$ cat src/rtl/exe_mul_seq_pkg.sv
// exe_mul_seq_pkg: shared CPU definitions (multiply ALU codes, multiplier FSM states)
package exe_mul_seq_pkg;
  localparam logic [4:0] ALU_MUL    = 5'd10;
  localparam logic [4:0] ALU_MULH   = 5'd11;
  localparam logic [4:0] ALU_MULHSU = 5'd12;
  localparam logic [4:0] ALU_MULHU  = 5'd13;
  typedef enum logic [1:0] {IDLE, CALC, DONE} state_t;
endpackage

$ cat src/rtl/exe_mul_seq.sv
// exe_mul_seq: sign-magnitude radix-2 shift-add multiplier; in: clk rst start ALU_ctrl rs1_data rs2_data flush; out: stall done mul_result
module exe_mul_seq
  import exe_mul_seq_pkg::*;
#(
  parameter int DATA_W = 32,
  parameter int CNT_W  = $clog2(DATA_W) + 1
) (
  input  logic              clk,
  input  logic              rst,
  input  logic              start,
  input  logic [4:0]        ALU_ctrl,
  input  logic [DATA_W-1:0] rs1_data,
  input  logic [DATA_W-1:0] rs2_data,
  input  logic              flush,
  output logic              stall,
  output logic              done,
  output logic [DATA_W-1:0] mul_result
);
  state_t              r_state;
  logic [CNT_W-1:0]    r_cnt;
  logic [2*DATA_W-1:0] r_acc;
  logic [2*DATA_W-1:0] r_mcand;
  logic [DATA_W:0]     r_b;
  logic                r_sign;
  logic                r_hi;
  logic                w_is_mul;
  logic                w_accept;
  logic                w_a_neg;
  logic                w_b_neg;
  logic [DATA_W:0]     w_a_ext;
  logic [DATA_W:0]     w_b_ext;
  logic [DATA_W:0]     w_a_mag;
  logic [DATA_W:0]     w_b_mag;
  logic [2*DATA_W-1:0] w_acc_nxt;
  logic [2*DATA_W-1:0] w_prod;
  logic                w_last;
  assign w_is_mul  = ALU_ctrl inside {ALU_MUL, ALU_MULH, ALU_MULHSU, ALU_MULHU};
  assign w_accept  = (r_state == IDLE) & start & w_is_mul & ~flush;
  assign stall     = ~rst & (w_accept | (r_state == CALC));
  assign w_a_neg   = rs1_data[DATA_W-1] & (ALU_ctrl != ALU_MULHU);
  assign w_b_neg   = rs2_data[DATA_W-1] & ((ALU_ctrl == ALU_MUL) | (ALU_ctrl == ALU_MULH));
  assign w_a_ext   = {w_a_neg, rs1_data};
  assign w_b_ext   = {w_b_neg, rs2_data};
  assign w_a_mag   = w_a_neg ? -w_a_ext : w_a_ext;
  assign w_b_mag   = w_b_neg ? -w_b_ext : w_b_ext;
  assign w_acc_nxt = r_acc + (r_b[0] ? r_mcand : '0);
  assign w_prod    = r_sign ? -w_acc_nxt : w_acc_nxt;
  assign w_last    = r_cnt == CNT_W'(DATA_W - 1);
  always_ff @(posedge clk or posedge rst) begin
    if (rst) begin
      r_state    <= IDLE;
      r_cnt      <= '0;
      r_acc      <= '0;
      r_mcand    <= '0;
      r_b        <= '0;
      r_sign     <= 1'b0;
      r_hi       <= 1'b0;
      mul_result <= '0;
      done       <= 1'b0;
    end else if (flush) begin
      r_state <= IDLE;
      r_cnt   <= '0;
      done    <= 1'b0;
    end else begin
      case (r_state)
        IDLE: begin
          done <= 1'b0;
          if (w_accept) begin
            r_state <= CALC;
            r_cnt   <= '0;
            r_acc   <= '0;
            r_mcand <= {{(DATA_W-1){1'b0}}, w_a_mag};
            r_b     <= w_b_mag;
            r_sign  <= w_a_neg ^ w_b_neg;
            r_hi    <= ALU_ctrl != ALU_MUL;
          end
        end
        CALC: begin
          r_acc   <= w_acc_nxt;
          r_mcand <= r_mcand << 1;
          r_b     <= r_b >> 1;
          r_cnt   <= r_cnt + CNT_W'(1);
          if (w_last) begin
            r_state    <= DONE;
            done       <= 1'b1;
            mul_result <= r_hi ? w_prod[2*DATA_W-1:DATA_W] : w_prod[DATA_W-1:0];
          end
        end
        default: begin
          r_state <= IDLE;
          done    <= 1'b0;
        end
      endcase
    end
  end
endmodule

$ cat config.mk
export PLATFORM = sky130hd
export DESIGN_NAME = exe_mul_seq
export DESIGN_NICKNAME = d
export VERILOG_FILES = /design/src/rtl/exe_mul_seq_pkg.sv /design/src/rtl/exe_mul_seq.sv
export SDC_FILE = /design/constraint.sdc
export NUM_CORES = 1
export LEC_CHECK = 0
export BUFFER_PORTS_ARGS = -buffer_cell sky130_fd_sc_hd__buf_2
export CAP_MARGIN = 10
export CORE_MARGIN = 1
export CORE_UTILIZATION = 45
export CTS_CLUSTER_SIZE = 30
export DETAILED_ROUTE_END_ITERATION = 12
export GPL_ROUTABILITY_DRIVEN = 1
export SLEW_MARGIN = 10
export SYNTH_ARGS = -nofsm -noshare
export SYNTH_HDL_FRONTEND = slang
export SYNTH_SLANG_ARGS = --single-unit
$ cat constraint.sdc
create_clock -name clk -period 13.5 [get_ports clk]
set_clock_uncertainty 0.1 [all_clocks]
set_input_delay 2.7 -clock clk [delete_from_list [all_inputs] [get_ports clk]]
set_output_delay 2.7 -clock clk [all_outputs]
set_load 0.02 [all_outputs]
Word-level counts from Yosys, hierarchy flattened
Cells that the tools add are included.
- word-level logic and storage cells: 66
- input port bits: 73
- flip-flop bits (word level): 204
- output and inout bits: 34
- equality and inequality tests: 11
- $add $sub $neg: 5
- mux-type cells: 21
- reduce and logical (&&, ||, !) cells: 9
- bitwise gates (word level): 11
- operator list (cell ; count):
    two-way mux 64 bit ; 4
    case mux 64 bit (2 select lines) ; 2
    two-way mux 33 bit ; 3
    negator 33 bit ; 2
    case mux 33 bit (2 select lines) ; 1
    adder 64 bit ; 1
    negator 64 bit ; 1
    two-way mux 32 bit ; 1
    equality test 5 x 4 -> 1 bit (second input constant) ; 4
    two-way mux 6 bit ; 2
    case mux 6 bit (2 select lines) ; 1
    != test 5 x 4 -> 1 bit (second input constant) ; 2
    AND reduction 3 bit ; 3
    adder 6 x 1 -> 6 bit (second input constant) ; 1
    AND 1 bit ; 6
    equality test 6 x 5 -> 1 bit (second input constant) ; 1
    two-way mux 2 bit ; 3
    != test 3 bit (second input constant) ; 2
    case mux 2 bit (2 select lines) ; 1
    AND reduction 2 bit ; 2
    nonzero test 4 bit ; 1
    two-way mux 1 bit ; 3
    nonzero test 3 bit ; 1
    equality test 2 x 1 -> 1 bit (second input constant) ; 1
    other kinds (6) ; 8

Logic depth before layout (Yosys ltp)
Gate-level depths: netlist of run 1.
- depth in word-level cells: 7
- mapped depth: 20
- depth with buffers taken out: 16

Worst setup path after synthesis of run 1
No wires, ideal clock.
- kind: in2out
- start: input port ALU_ctrl[3]
- end: output port stall
- stages on the path: 5
- required time: 10.700 ns
- data arrival time: 3.607 ns
- path slack: 7.093 ns
- buffers on the path: 0
- cells stage by stage: nor2b_1 -> nand3_1 -> nor2_1 -> nor2_1 -> nor3_1
- cells in the longest elaborated chain, start to end: 6
- elaborated cells between the ends (all ways): 9
- those cells by class: eq/ne (4); bitwise (4); reduce/logical (1)
- ends and longest elaborated chain (item ; RTL line ; source):
    start: declaration ; exe_mul_seq.sv:11 ; input logic [4:0] ALU_ctrl,
    equality test 5 x 4 -> 1 bit ; exe_mul_seq.sv:37 ; assign w_is_mul = ALU_ctrl inside {ALU_MUL, ALU_MULH, ALU_MULHSU, ALU_MULHU};
    nonzero test 4 bit (*) ; exe_mul_seq.sv:37 ;
    AND 1 bit (*) (2 in a row) ; exe_mul_seq.sv:38 ; assign w_accept = (r_state == IDLE) & start & w_is_mul & ~flush;
    bitwise OR 1 bit (*) ; exe_mul_seq.sv:39 ; assign stall = ~rst & (w_accept | (r_state == CALC));
    AND 1 bit (*) ; exe_mul_seq.sv:39 ;
    end: declaration ; exe_mul_seq.sv:15 ; output logic stall,
Every way passes the cells marked *; elsewhere a longest branch is shown, timed or not.

Worst setup path after layout of run 1
- start: input port ALU_ctrl[4]
- end: output port stall
Same word-level chain as after synthesis.

==> impl_results.md, run 1 <==
- WP buf/inv: 2
- Total of max-cap violations: 0
- Slew Limit Fails: 0
- Met2 Use GR: 48.5%
- Gpl congestion: 0.993
- Synth Flop Type: dfrtp_1
- Grt peak-use layer: met2
- # hold bufs at CTS: 0
- Critical path startpoint category: input port
- Die width: 194 µm
- WL final: 57600 µm
- Worst slew pin tran: 1160 ps
- Chip height: 194 µm
- CP top delay family: simple AND/OR/NAND/NOR gates
- Outcome: finished, final reports clean
- Clock buffer depth: 3
- Max Fanout on Critical Path: 4
- Max-slew headroom: 22.6%
- Period utilization: 47.4%
- VDD IR max: 0.111 mV
- Final core utilization: 51.1%
- Critical path arrival: 3600 ps
- Final cell count without fillers: 2614
- Kind of critical path: in -> out
- Flop pwr share: 32.3%
- Largest net degree at the start of global routing: 136
- Clock Pin Slew Worst Setup and Hold Paths: 60 ps
- Post-CTS setup buffers: 0
- GR Util met3: 3.91%
- Wire length per cell: 22.0 µm
- Post-synth EDFFs: 0
- Post-synth net total: 2245
- Share of cells above drive strength 1: 9.99%
- Global-route wire length before repair: 91300 µm
- Final count of hold timing violations: 0
- Core box area: 0.0359 mm²
- Post-cts gate resize count: 0
- Hpwl dp: 43800 µm
- Inserted Clock Buffers: 26
- Synth area leaders: dfrtp_1 (31%), o21ai_0 (6.4%), nand2_1 (5.7%)
- DRT iter0 DRCs: 1395
- Net Sw Frac: 37.8%
- Int Pwr: 1.41 mW
- Vias in the first global route: 15800
- Antenna Nets Post-Route: 0
- CTS tree: yes
- Fmax: 156 MHz
- Mapped Cells: 2104
- Logic gate share of total power: 34.6%
- Worst setup EP type: primary output
- Clk pwr share: 33.0%
- Ant diodes: 0
- YS warnings: 0
- Clock Latency Late Sink: 550 ps
- # H-tree levels: 1
- Total power: 2.27 mW
- Total Routing Usage GR: 30.3%
- LEAKAGE: 7.99 nW
- Distinct cells, synth: 85
- Slowest stage cell, crit path: nor2b_1
- Syn avg cell area: 7.88 µm²
- Drt first pass iters: 5
- Gr ovfl total: 0
- Unrepaired setup endpoints after global routing: false
- Final Hold Slack: 380 ps
- Die area: 0.0376 mm²
- CTS Root Cell: clkbuf_16
- Initial antenna violation count: 0
- Tmin final: 6400 ps
- Worst min-delay path class: reg -> reg
- Power density over the cells: 124 mW/mm²
- Worst path cell trace: buf_2 > nor2b_1 > nand3_1 > nor2_1 > nor2_1 > nor3_1 > buf_2
- Largest area contributor in the netlist: dfrtp_1
- PortBufs: 106
- Starting Density: 46.2%
- Register area share after synthesis: 30.8%
- Area grow syn2layout: 10.6%
- Switch Pwr: 858 µW
- Remaining DRCs: 0
- Final net count: 2275
- Final Setup Violations: 0
- GRT met1 Usage: 41.6%
- Required @ worst endpoint: 10700 ps
- Synthesis-stage register bit count: 204
- Max incr delay on CP: 210 ps
- Setup TNS: 0 ps
- # placed instances: 2566
- Top Ports: 107
- Vias/cell: 6.36
- Clock sink count: 204
- Synthesized area: 0.0166 mm²
- Share of synthesized registers carrying an async set or reset: 100%
- Row cnt: 69
- Top cell type's share of synthesized area: 30.8%
- Via count: 16600
-- worst register-to-register path, cell delays in order (launching register included) --
cell and delay [ps]:
dfrtp_1 370, buf_4 260, and2_1 250, ha_1 380
nand3_1 210, a211oi_1 660, nor2_1 140, xnor2_1 310
nor4_1 910, nand3_1 360, nor4bb_1 330, buf_4 220
nand4bb_1 270, or4b_2 730, a221oi_1 310, a311oi_1 120
o21ai_0 220
-- state kept, by name (all words and copies together) (netlist names) --
signal / flops
r_state: 2
r_b: 33
done: 1
r_cnt: 6
r_mcand: 64
mul_result: 32
r_sign: 1
r_hi: 1
r_acc: 64
-- layout by cell type, fill, tap and decap left out, types with 7 or more instances in the layout --
cell type	n
a211o_1	10
a221oi_1	8
or3_1	31
nand2b_1	13
inv_1	19
nor4_1	31
o21ai_1	9
a21oi_1	146
xor2_1	36
xnor2_1	58
ha_1	67
or4_1	18
nor3_1	60
a31oi_1	19
buf_2	107
or2_2	14
dfrtp_1	203
a22o_1	72
a311oi_1	8
o41ai_1	20
a211oi_1	22
nor2_1	169
a21o_1	28
o21a_1	25
o211ai_1	18
nand3_1	35
nand4_1	38
buf_4	20
and2_1	92
o31ai_1	30
o211a_1	7
clkbuf_16	27
a21boi_0	9
and3_1	14
nand2_1	251
mux2i_1	10
a22oi_1	7
o22ai_1	40
o21ai_0	213
and4_1	10
-- final cells by class --
class                      count  area, µm²
fill                        3461      17600
multi-input combinational   1754      11000
sequential                   204       5110
clock buffer                  37        763
timing repair buffer         127        686
tap                          461        577
clock inverter                10        164
inverter                      21       86.3
-- power groups by stage --
| stage | clock network (mW) | registers, mW | logic [mW] |
|---|---|---|---|
| global placement | 0 | 0.742 | 0.764 |
| finish | 0.749 | 0.733 | 0.786 |
| floorplan | 0 | 0.728 | 0.543 |
| detailed placement | 0 | 0.743 | 0.772 |
| global route | 0.788 | 0.744 | 0.867 |
| CTS | 0.765 | 0.733 | 0.775 |
-- synthesized netlist by cell type (8+ instances only) --
library cell  count
a211o_1          10
a211oi_1         22
a21boi_0          9
a21o_1           28
a21oi_1         146
a221oi_1          8
a22o_1           72
a311oi_1          9
a31oi_1          19
and2_1           93
and3_1           14
and4_1           10
clkbuf_1        118
dfrtp_1         204
ha_1             67
inv_1            20
mux2i_1          10
nand2_1         252
nand2b_1         13
nand3_1          35
nand4_1          38
nor2_1          172
nor3_1           60
nor4_1           31
o211ai_1         18
o21a_1           25
o21ai_0         213
o21ai_1           9
o22ai_1          40
o31ai_1          30
o41ai_1          20
or2_2            14
or3_1            31
or4_1            18
xnor2_1          58
xor2_1           36
-- layer usage --
layer	wire, µm	share of wire [%]	vias to the layer above
met3	3160	5.5	101
li1	-	-	7992
met1	26300	46	8014
met4	2350	4.1	0
met5	0	0	-
met2	25800	45	528
-- cells by family (layout without fill, tap and decap cells) --
logic type | after synthesis | after routing | synth area share [%]
adder cells (fa/ha/maj) | 68 | 68 | 5.18
multiplexers | 12 | 12 | 0.739
AO/OA/AOI/OAI | 770 | 770 | 30.8
buffers and inverters | 146 | 195 | 3.34
AND/OR/NAND/NOR | 810 | 810 | 24.2
XOR/XNOR | 94 | 94 | 4.96
flip-flops | 204 | 204 | 30.8
-- metrics by stage --
| stage | cell area [µm²] | setup WS (ps) |
|---|---|---|
| global placement | 17400 | 7090 |
| CTS | 18300 | 7100 |
| floorplan | 16600 | 5130 |
| detailed placement | 17400 | 7100 |
| finish | 18300 | 7100 |
| global route | 18300 | 6790 |
-- worst paths after layout --
kind	start	end	slack, ps	cells past startpoint
max	ALU_ctrl[4]	stall	7100	7
min	r_b[1]$_DFFE_PP0P_	r_b[1]$_DFFE_PP0P_	380	2
max reg2reg	r_b[0]$_DFFE_PP0P_	mul_result[3]$_DFFE_PP0P_	7260	16
min reg2reg	r_b[1]$_DFFE_PP0P_	r_b[1]$_DFFE_PP0P_	380	2
max in group asynchronous	rst	r_acc[31]$_DFFE_PP0P_	9530	3
min in group asynchronous	rst	done$_DFFE_PP0P_	2250	2
No activity file was read; power rests on OpenSTA's default activity.
==> run 2, diff against run 1 <==
Clock period 13.5 ns to 5.6 ns, I/O delays scaled along.
==> impl_results.md, run 2 (synthesized netlist as in run 1, its figures left out) <==
- Final Setup Violations: 0
- Most frequent cells in the layout: nand2_1 (251), o21ai_0 (213), dfrtp_1 (203)
- Net Sw Frac: 38.3%
- Critical path startpoint category: register
- Slowest stage cell, crit path: or4_4
- Clock buffer depth: 3
- VDD IR max: 0.220 mV
- Fmax: 185 MHz
- R2R depth: 16
- Gr ovfl total: 0
- Via count: 17100
- Placed Area: 0.0182 mm²
- Core box area: 0.0359 mm²
- Vias in the first global route: 16300
- Clock sink count: 204
- Tmin final: 5410 ps
- Int Pwr: 3.44 mW
- Hold path startpoint: mul_result[10]$_DFFE_PP0P_
- Fill cell count: 3454
- Hold endpoint: mul_result[10]$_DFFE_PP0P_
- Flop pwr share: 31.8%
- Remaining DRCs: 0
- Final Hold Slack: 376 ps
- Total of max-cap violations: 0
- # hold bufs at CTS: 0
- Reg2reg start: r_b[0]$_DFFE_PP0P_
- Starting Density: 46.2%
- Antenna Nets Post-Route: 0
- Top Ports: 107
- Worst setup EP type: register
- CTS Root Cell: clkbuf_16
- Reg2reg end: mul_result[29]$_DFFE_PP0P_
- WP buf/inv: 2
- Largest net degree at the start of global routing: 123
- Die area: 0.0376 mm²
- Worst path cell trace: buf_12 > and2_1 > ha_1 > a21oi_1 > o21ai_1 > a211o_1 > or3_1 > a311o_1 > a221oi_2 > o211ai_1 > buf_4 > or4_4 > or3_4 > o31ai_2 > xnor2_1 > a221o_1
- Unrepaired setup endpoints after global routing: false
- Vias/cell: 6.32
- Wire length per cell: 22.6 µm
- Post-cts gate resize count: 0
- Slew Limit Fails: 0
- Setup slack, reg-to-reg: 190 ps
- Power density over the cells: 292 mW/mm²
- Drt first pass iters: 5
- Setup TNS: 0 ps
- DRT iter0 DRCs: 1550
- # H-tree levels: 1
- Period utilization: 96.7%
- Kind of critical path: reg -> reg
- Initial antenna violation count: 0
- Worst slew pin tran: 1280 ps
- Ant diodes: 0
- WL final: 61100 µm
- Final count of hold timing violations: 0
- Area grow syn2layout: 14.9%
- CP top delay family: compound AO/OA/AOI/OAI gates
- Max-slew headroom: 14.6%
- Critical path arrival: 5750 ps
- Max Fanout on Critical Path: 45
- Final net count: 2375
- Leading cell type in the layout, fill and taps excluded: nand2_1
- Worst min-delay path class: reg -> reg
- Total Routing Usage GR: 32.0%
- Inserted Clock Buffers: 27
- Global-route wire length before repair: 95100 µm
- Clock Latency Late Sink: 560 ps
- Switch Pwr: 2.13 mW
- Clk pwr share: 31.2%
- LEAKAGE: 8.47 nW
- Worst hold stages: 1
- Max incr delay on CP: 490 ps
- Share of cells above drive strength 1: 13.8%
- Die width: 194 µm
- Design area: 0.0191 mm²
- Post-CTS setup buffers: 0
- Gpl congestion: 1.01
- Outcome: finished, final reports clean
- Logic gate share of total power: 37.0%
- Biggest regs: r_acc x64, r_mcand x64, r_b x33
- CTS tree: yes
- Required @ worst endpoint: 5930 ps
- Chip height: 194 µm
- Hpwl dp: 47200 µm
- Row cnt: 69
- PortBufs: 106
- Clock Pin Slew Worst Setup and Hold Paths: 60 ps
[run 2: final cells by class]
cell class | count | area, µm² | area share (%)
Multi-Input combinational cell | 1754 | 11000 | 57.5
Inverter | 21 | 82.6 | 0.433
Tap cell | 461 | 577 | 3.03
Clock buffer | 35 | 736 | 3.86
Timing Repair Buffer | 226 | 1470 | 7.71
Sequential cell | 204 | 5110 | 26.8
Clock inverter | 9 | 128 | 0.670
[run 2: worst max path at each step]
stage / startpoint / end / slack [ps] / cells after the start
2_1_floorplan: r_b[0]$_DFFE_PP0P_ / mul_result[21]$_DFFE_PP0P_ / 550 / 17
3_3_place_gp: r_b[0]$_DFFE_PP0P_ / mul_result[29]$_DFFE_PP0P_ / 170 / 17
3_5_place_dp: r_b[0]$_DFFE_PP0P_ / mul_result[29]$_DFFE_PP0P_ / 180 / 17
6_report: r_b[0]$_DFFE_PP0P_ / mul_result[29]$_DFFE_PP0P_ / 190 / 16
4_1_cts: r_b[0]$_DFFE_PP0P_ / mul_result[29]$_DFFE_PP0P_ / 170 / 17
5_1_grt: r_b[0]$_DFFE_PP0P_ / mul_result[23]$_DFFE_PP0P_ / 10 / 16
[run 2: worst register-to-register path, cell delays in order, from the launching register on]
cell,delay [ps]
dfrtp_1,410
buf_12,180
and2_1,190
ha_1,380
a21oi_1,240
o21ai_1,210
a211o_1,310
or3_1,390
a311o_1,370
a221oi_2,350
o211ai_1,190
buf_4,210
or4_4,490
or3_4,360
o31ai_2,380
xnor2_1,180
a221o_1,350
[run 2: power groups by stage]
| stage | Sequential [mW] | Combinational [mW] | Clock, mW |
|---|---|---|---|
| 2_1_floorplan | 1.76 | 1.31 | 0 |
| 3_3_place_gp | 1.79 | 2.00 | 0 |
| 3_5_place_dp | 1.80 | 2.02 | 0 |
| 4_1_cts | 1.77 | 2.03 | 1.76 |
| 5_1_grt | 1.80 | 2.24 | 1.81 |
| 6_report | 1.77 | 2.06 | 1.74 |
[run 2: stage by stage]
stage	cells	util (%)	total power [mW]	setup slack (ps)
2_1_floorplan	2104	-	3.07	545
3_3_place_gp	2666	50.6	3.79	171
3_5_place_dp	2666	50.6	3.82	177
4_1_cts	2710	53.0	5.56	172
5_1_grt	2710	53.0	5.85	11.1
6_report	2710	53.0	5.57	187
[run 2: metal layers]
metal / global-route usage [%] / up-vias / share of wire, %
met5: 0 / - / 0
met4: 12.7 / 0 / 4.3
met3: 3.69 / 126 / 5.8
met2: 51.0 / 601 / 45
met1: 44.1 / 8234 / 45
li1: - / 8176 / -
==> run 3, diff against run 2 <==
Clock period 5.6 ns to 5 ns, I/O delays scaled along.
==> impl_results.md, run 3 (synthesized netlist as in run 1, its figures left out) <==
- Outcome: complete, but fails checks
- Failing checks: setup timing
- Initial antenna violation count: 1
- Vias in the first global route: 17100
- Top Ports: 107
- Max Fanout on Critical Path: 35
- Final Setup Violations: 1
- Critical path startpoint category: register
- Gr ovfl total: 0
- Clock sink count: 204
- Remaining DRCs: 0
- Antenna Nets Post-Route: 0
- # hold bufs at CTS: 0
- # H-tree levels: 1
- Setup WS post-layout: -27.5 ps
- WL final: 62700 µm
- Max incr delay on CP: 520 ps
- Clock Pin Slew Worst Setup and Hold Paths: 60 ps
- Largest net degree at the start of global routing: 119
- Worst setup EP type: register
- Chip height: 194 µm
- Final net count: 2551
- Slowest stage cell, crit path: or4_1
- Wire length per cell: 21.7 µm
- Max-slew headroom: 8.74%
- DRT iter0 DRCs: 1394
- Slew Limit Fails: 0
- Total Routing Usage GR: 32.7%
- Critical path arrival: 5350 ps
- Leading cell type in the layout, fill and taps excluded: buf_4
- Power density over the cells: 317 mW/mm²
- CTS tree: yes
- CP top delay family: simple AND/OR/NAND/NOR gates
- Levels on crit path: 15
- Worst hold stages: 2
- Final count of hold timing violations: 0
- Gpl congestion: 0.997
- Die width: 194 µm
- Vias/cell: 6.17
- Clock buffer depth: 3
- Inserted Clock Buffers: 26
- Most frequent cells in the layout: buf_4 (291), nand2_1 (250), dfrtp_1 (203)
- Global-route wire length before repair: 97900 µm
- Biggest regs: r_acc x64, r_mcand x64, r_b x33
- Period utilization: 101%
- Kind of critical path: reg -> reg
- Ant diodes: 0
- Via count: 17800
- Design area: 0.0208 mm²
- Drt first pass iters: 6
- Worst slew pin tran: 1360 ps
- Area grow syn2layout: 25.6%
- Share of cells above drive strength 1: 22.7%
- Tmin final: 5030 ps
- Placed Area: 0.0195 mm²
- LEAKAGE: 9.41 nW
- VDD IR max: 0.233 mV
- Fmax: 199 MHz
- PortBufs: 106
- R2R depth: 15
- Worst min-delay path class: reg -> reg
- Hpwl dp: 48800 µm
- WP buf/inv: 3
- Required @ worst endpoint: 5330 ps
- Unrepaired setup endpoints after global routing: true
- Worst path cell trace: buf_12 > and2_1 > ha_1 > buf_4 > and4_1 > and2_1 > a211o_1 > a311o_1 > a221oi_2 > o211ai_1 > buf_4 > or4_4 > or3_4 > or4_1 > a32o_1
- Clock Latency Late Sink: 560 ps
- Die area: 0.0376 mm²
- Dpl ws: -250 ps
- CTS Root Cell: clkbuf_16
- Total of max-cap violations: 0
- Row cnt: 69
- Core box area: 0.0359 mm²
- Starting Density: 46.2%
-- run 3: metrics by stage --
stage                     instances  power (mW)  hold WS, ps  TNS [ps]  utilization, %
after floorplan                2104        3.44          345         0               -
after global placement         2838        4.47          361     -1990            54.3
after detailed placement       2838        4.51          368     -1610            54.3
after CTS                      2885        6.49          383     -39.5            56.9
after global routing           2889        6.94          397      -653            58.0
final                          2889        6.61          379     -27.5            58.0
-- run 3: path summary, 6_finish.rpt --
kind / startpoint / slack (ps) / to
worst min-delay path: r_b[1]$_DFFE_PP0P_ / 380 / r_b[1]$_DFFE_PP0P_
max in group asynchronous: rst / 3230 / r_mcand[45]$_DFFE_PP0P_
worst max register to register: r_b[0]$_DFFE_PP0P_ / -30 / mul_result[21]$_DFFE_PP0P_
worst min register to register: r_b[1]$_DFFE_PP0P_ / 380 / r_b[1]$_DFFE_PP0P_
min in group asynchronous: rst / 510 / r_state[0]$_DFFE_PP0P_
worst max-delay path: r_b[0]$_DFFE_PP0P_ / -30 / mul_result[21]$_DFFE_PP0P_
-- run 3: worst min-delay path, delay by kind of cell, from the launching register on --
| kind | cells | cell delay (ps) |
|---|---|---|
| flops | 1 | 340 |
| simple gates | 1 | 40 |
| compound gates | 1 | 60 |
-- run 3: what timing repair did --
item / 4_1_cts / 5_1_grt
buffers inserted: 1 / 4
endpoints found under the setup margin: 17 / 27
resized for setup: 14 / 78
pin swaps: 2 / 12
-- run 3: final cells by class --
class                   instances  area (µm²)
clock inverters                10         119
flip-flops and latches        204        5110
inverters                      21        82.6
well taps                     461         577
clock buffers                  36         759
fillers                      3386       15100
repair buffers                403        2810
multi-input cells            1754       11400
-- run 3: routing by layer --
layer,GRT usage (%),up-vias,routed length [µm]
li1,-,8524,-
met1,44.1,8659,28000
met2,55.3,548,29600
met3,3.43,91,3150
met4,9.52,0,1860
met5,0,-,0
-- run 3: power by group --
group / switching [mW] / leakage, nW / internal, mW
sequential: 0.141 / 2.77 / 1.85
clock: 0.773 / 0.423 / 1.16
combinational: 1.59 / 6.22 / 1.09
